`config.mk`:
```
export PLATFORM = sky130hd
export DESIGN_NAME = expr_result_unpacker
export DESIGN_NICKNAME = d
export VERILOG_FILES = /design/src/rtl/expr_bus_pkg.sv /design/src/rtl/expr_field_extend.sv /design/src/rtl/expr_result_unpacker.sv
export SDC_FILE = /design/constraint.sdc
export NUM_CORES = 1
export LEC_CHECK = 0
export BUFFER_PORTS_ARGS = -buffer_cell sky130_fd_sc_hd__buf_2
export CAP_MARGIN = 20
export CORE_AREA = 2 2 146 148
export DETAILED_ROUTE_END_ITERATION = 8
export DIE_AREA = 0 0 148 150
export PLACE_DENSITY = 0.73
export SLEW_MARGIN = 20
export SYNTH_ARGS = -nofsm -noshare
export SYNTH_HDL_FRONTEND = slang
export SYNTH_HIERARCHICAL = 1
export SYNTH_SLANG_ARGS = --single-unit
```
`constraint.sdc`:
```
create_clock -name clk -period 8.46 [get_ports clk]
set_input_delay 0.423 -clock clk [delete_from_list [all_inputs] [get_ports clk]]
set_output_delay 0.423 -clock clk [all_outputs]
set_load 0.01 [all_outputs]
```
`src/rtl/expr_bus_pkg.sv`:
```
// Shared definitions for the 90-bit packed expression-result bus {y0..y17}.
// Field i is 4 + (i%3) bits wide and is signed when (i/3) is odd.
package expr_bus_pkg;

    localparam int unsigned NUM_FIELDS = 18;
    localparam int unsigned PACKED_W   = 90;
    localparam int unsigned FIELD_W    = 6;
    localparam int unsigned IDX_W      = 5;
    localparam int unsigned WIDTH_W    = 3;
    localparam int unsigned SUM_W      = 12;

    typedef logic [IDX_W-1:0]   field_idx_t;
    typedef logic [WIDTH_W-1:0] field_width_t;

    typedef enum logic [0:0] {
        IDLE = 1'b0,
        EMIT = 1'b1
    } unpack_state_t;

    localparam field_idx_t LAST_IDX = field_idx_t'(NUM_FIELDS - 1);

    // Bit width of field idx: 4, 5 or 6, repeating.
    function automatic field_width_t field_width(input field_idx_t idx);
        return WIDTH_W'(4) + WIDTH_W'(idx % IDX_W'(3));
    endfunction

    // Field idx is signed when its group of three has an odd index.
    function automatic logic field_signed(input field_idx_t idx);
        return 1'(idx / IDX_W'(3));
    endfunction

endpackage

```
`src/rtl/expr_field_extend.sv`:
```
// Extends a top-aligned raw field of 4..6 bits to FIELD_W bits.
// i_raw holds the field in its most significant bits; unused low bits are ignored.
module expr_field_extend
    import expr_bus_pkg::*;
(
    input  logic [FIELD_W-1:0] i_raw,
    input  field_width_t       i_width,
    input  logic               i_signed,
    output logic [FIELD_W-1:0] o_value_c
);

    // Right-align the field and fill the upper bits with sign or zero.
    always_comb begin
        o_value_c = '0;
        case (i_width)
            WIDTH_W'(4): o_value_c = {{2{i_signed & i_raw[5]}}, i_raw[5:2]};
            WIDTH_W'(5): o_value_c = {i_signed & i_raw[5], i_raw[5:1]};
            default:     o_value_c = i_raw;
        endcase
    end

endmodule

```
`src/rtl/expr_result_unpacker.sv`:
```
// Receives one packed 90-bit expression-result vector per handshake and streams
// its 18 fields out one per beat, each extended to FIELD_W bits.
// Optional build macro EXPR_UNPACK_SUM_EN adds a signed full-vector sum output.
module expr_result_unpacker
    import expr_bus_pkg::*;
#(
    parameter bit BACK_TO_BACK = 1'b1
)
(
    input  logic                clk,
    input  logic                reset,
    input  logic                in_valid,
    output logic                in_ready,
    input  logic [PACKED_W-1:0] in_data,
    output logic                out_valid,
    input  logic                out_ready,
    output field_idx_t          out_idx,
    output logic [FIELD_W-1:0]  out_field,
    output logic                out_last
`ifdef EXPR_UNPACK_SUM_EN
    ,
    output logic                sum_valid,
    output logic [SUM_W-1:0]    sum_data
`endif
);

    unpack_state_t       r_state;
    unpack_state_t       w_state_nxt;
    logic [PACKED_W-1:0] r_shift;
    logic [PACKED_W-1:0] w_shift_nxt;
    field_idx_t          r_idx;
    field_idx_t          w_idx_nxt;

    field_width_t        w_width;
    logic                w_signed;
    logic                w_is_last;
    logic                w_out_hs;
    logic                w_in_hs;

    assign w_width   = field_width(r_idx);
    assign w_signed  = field_signed(r_idx);
    assign w_is_last = (r_idx == LAST_IDX);

    assign out_valid = (r_state == EMIT);
    assign out_idx   = r_idx;
    assign out_last  = out_valid && w_is_last;
    assign in_ready  = (r_state == IDLE) || (BACK_TO_BACK && out_last && out_ready);

    assign w_out_hs  = out_valid && out_ready;
    assign w_in_hs   = in_valid && in_ready;

    // Current field sits in the top bits of the shift register.
    expr_field_extend u_extend (
        .i_raw     (r_shift[PACKED_W-1 -: FIELD_W]),
        .i_width   (w_width),
        .i_signed  (w_signed),
        .o_value_c (out_field)
    );

    // Next-state logic: load on input handshake, shift out one field per beat.
    always_comb begin
        w_state_nxt = r_state;
        w_shift_nxt = r_shift;
        w_idx_nxt   = r_idx;
        case (r_state)
            IDLE: begin
                if (w_in_hs) begin
                    w_state_nxt = EMIT;
                    w_shift_nxt = in_data;
                    w_idx_nxt   = '0;
                end
            end
            EMIT: begin
                if (w_out_hs) begin
                    if (w_is_last) begin
                        if (w_in_hs) begin
                            w_shift_nxt = in_data;
                            w_idx_nxt   = '0;
                        end else begin
                            w_state_nxt = IDLE;
                            w_idx_nxt   = '0;
                        end
                    end else begin
                        w_shift_nxt = r_shift << w_width;
                        w_idx_nxt   = r_idx + IDX_W'(1);
                    end
                end
            end
            default: begin
                w_state_nxt = IDLE;
                w_idx_nxt   = '0;
            end
        endcase
    end

    // State, shift register and field index; reset drops any partial vector.
    always_ff @(posedge clk) begin
        if (reset) begin
            r_state <= IDLE;
            r_shift <= '0;
            r_idx   <= '0;
        end else begin
            r_state <= w_state_nxt;
            r_shift <= w_shift_nxt;
            r_idx   <= w_idx_nxt;
        end
    end

`ifdef EXPR_UNPACK_SUM_EN
    logic [SUM_W-1:0] r_acc;
    logic [SUM_W-1:0] r_sum_data;
    logic             r_sum_valid;
    logic [SUM_W-1:0] w_field_wide;
    logic [SUM_W-1:0] w_acc_sum;

    assign w_field_wide = {{(SUM_W-FIELD_W){w_signed & out_field[FIELD_W-1]}}, out_field};
    assign w_acc_sum    = r_acc + w_field_wide;
    assign sum_valid    = r_sum_valid;
    assign sum_data     = r_sum_data;

    // Running sum per vector; result published the cycle after the last beat.
    always_ff @(posedge clk) begin
        if (reset) begin
            r_acc       <= '0;
            r_sum_data  <= '0;
            r_sum_valid <= 1'b0;
        end else begin
            r_sum_valid <= w_out_hs && w_is_last;
            if (w_out_hs && w_is_last) begin
                r_sum_data <= w_acc_sum;
            end
            if (w_in_hs) begin
                r_acc <= '0;
            end else if (w_out_hs) begin
                r_acc <= w_acc_sum;
            end
        end
    end
`endif

endmodule
```
==> results.toml <==
[final_layout]
final_common_cell = "buf_2"
layout-drive-gt1-share = 0.209
fillCellCount = 2078
final_cell_mix = "buf_2 (106), nor2_1 (96), dfxtp_1 (96)"
antenna_cells = 0
finalNetCount = 1231
fin_area_sq_mm = 0.00984
final_cells = 1410
final_core_util = 0.476
area_growth_pct = 7.98

[sta]
worstMarginPinSlew_ns = 1.12
maxSlewHeadroom = 0.257
drv_slew = 0
setup_viol = 0
max_freq_mhz = 155
min_period_ns = 6.45
skew_ns = 0.0103
timing.hold.ws_ns = 0.311
hold_viol = 0
fin_crit_sh = 0.762
finalSetupTns_ns = 0
rsz0062_at_grt = "no"

[route]
first_pass_iters = 5
drc = 0
vias = 9366
wl_per_cell_um = 19.5
vias_per_cell = 6.64
drtAntennaViolNets = 0
drt_iter0_drc = 908
drt_wl_total_mm = 27.6

[die]
die_height_um = 150
io_pins = 108
core_sq_mm = 0.0207
rows = 53
fp.dieW_um = 148
die_area_sq_mm = 0.0222
start_util = 0.440

[power_and_ir_drop]
p_leak_nw = 3.91
peakVddDrop_uv = 111
cellPowerDensity_mw_per_mm2 = 153

[cts]
cts_tree = "done"
cts.sinks = 96
ctsHoldBuffers = 0
cts_setup_buffers = 0
cts.clk_slew.worst_paths_ns = 0.07
clk-insertion-delay-late_ns = 0.36
cts_resized = 0
cts-root-buf = "clkbuf_16"
h-tree-depth = 3
numCtsBuffers = 9
clockBufferDepth = 2

[place]
routabilityCongestion = 0.873
placedInstanceArea_sq_mm = 0.00954
portBuffers = 107
hpwlAfterDp_mm = 17.3
placed_cells = 1394

[worst_setup_path]
cp_num_buf_inv = 4
cp_max_fo = 93
cp_slowest_cell = "buf_4"
cpLargestDelayFamily = "buffers and inverters"
endpoint_kind = "primary output"
required_ns = 8.04
reg2reg_slack_ns = 2.43
crit_chain = "inv_1 -> ha_1 -> a21o_1 -> a211oi_1 -> a31o_2 -> o21ai_1 -> and2_1 -> ha_1 -> a311oi_1 -> mux2i_2 -> nor2_2 -> or2_2 -> buf_4 -> inv_6 -> mux2_1 -> mux2_4 -> buf_2"
cp_common_cell = "ha_1"
arrival_ns = 6.02
slowest_delay_ns = 0.67
crit_type = "reg2out"
critPathLaunchType = "flop"

[logic_synthesis]
synthDistinctLibCells = 78
synth_nets = 1221
netlist_instances = 1120
synth_edf_count = 0
synth_flop_cell = "dfxtp_1"
ys.warnings.count = 6
syn_area_sq_mm = 0.00911
ys_ff_latch = 96
async_flop_share = 0
synth_area_per_cell_sq_um = 8.14
synth-seq-area-share = 0.211

[grt]
grt.overflow.total = 0
grt_pass1_vias = 8646
antenna_found_initial = 0
grt_max_degree = 94
grt_usage = 0.242
grt_pass1_wl_mm = 44.8

[run_status]
status = "finished, final reports clean"

[job]
maxCapViolations = 0

[hold_path]
worstHoldPathType = "in2reg"
cell type report:
cell class / instances / area, sq um / area share
tap: 275 / 344 / 0.0350
sequential: 96 / 1920 / 0.195
clock buffer: 10 / 229 / 0.0233
multi-input combinational: 890 / 6560 / 0.667
clock inverter: 6 / 67.6 / 0.00687
timing repair buffer: 122 / 671 / 0.0681
inverter: 11 / 46.3 / 0.00470
registers in the layout (all words and copies together) (netlist names):
register and count:
r_shift 90, out_idx 5, out_valid 1
metal layers:
layer / wire length [um] / track usage
met1: 12300 / 0.326
met2: 12800 / 0.407
met3: 1990 / 0.0302
met4: 459 / 0.0671
met5: 0 / 0
through the flow:
stage / power, W / setup slack (ns)
after detailed placement: 0.00107 / 2.45
final: 0.00150 / 2.01
after global placement: 0.00106 / 2.68
after CTS: 0.00150 / 2.07
after global routing: 0.00158 / 1.56
after floorplan: 0.000951 / 3.79
tightest hold or removal path: stages:
cell	delay [ns]
buf_2	0.10
nand2_1	0.05
a21oi_1	0.05
report_power, final:
group	internal (W)	leakage (nW)	switching, W	total [W]
sequential	0.000500	0.793	0.0000591	0.000559
combinational	0.000208	2.97	0.000304	0.000512
clock	0.000231	0.139	0.000202	0.000433
total	0.000939	3.91	0.000565	0.00150
cell usage after synthesis, types with 10 or more instances:
| cell type | instances | area share |
|---|---|---|
| and3_1 | 60 | 0.041 |
| o21ai_0 | 77 | 0.042 |
| nor2_1 | 97 | 0.040 |
| buf_6 | 13 | 0.016 |
| o22a_1 | 40 | 0.038 |
| nor3_1 | 45 | 0.025 |
| a21boi_1 | 21 | 0.017 |
| a311oi_2 | 25 | 0.041 |
| a21oi_1 | 91 | 0.050 |
| a311oi_1 | 18 | 0.017 |
| mux2i_1 | 68 | 0.075 |
| a211o_1 | 44 | 0.042 |
| nand2_1 | 11 | 0.0045 |
| buf_2 | 21 | 0.012 |
| nand3_1 | 10 | 0.0055 |
| mux2_2 | 44 | 0.054 |
| clkbuf_1 | 76 | 0.031 |
| inv_1 | 10 | 0.0041 |
| dfxtp_1 | 96 | 0.21 |
| a211oi_1 | 70 | 0.058 |
| nor2b_1 | 10 | 0.0069 |
| a32o_1 | 33 | 0.036 |
cell families after synthesis:
kind of cell               count (synthesis)  share of synthesized area
AOI/OAI and AO/OA                        497                      0.415
and+or+nand+nor                          260                      0.144
buffers and inverters                    134                     0.0724
muxes                                    122                      0.144
DFF                                       96                      0.211
adders and majority gates                  7                    0.00961
xor gates and xnor gates                   4                    0.00384
worst paths after layout:
| kind | startpoint | endpoint | cells after the start |
|---|---|---|---|
| setup / recovery | out_idx[0] | out_field[1] | 17 |
| hold / removal | in_data[0] | r_shift[0] | 3 |
| setup reg to reg | out_idx[0] | r_shift[38] | 17 |
| hold reg to reg | r_shift[83] | r_shift[83] | 1 |
Power figures use the tool's default switching activity.
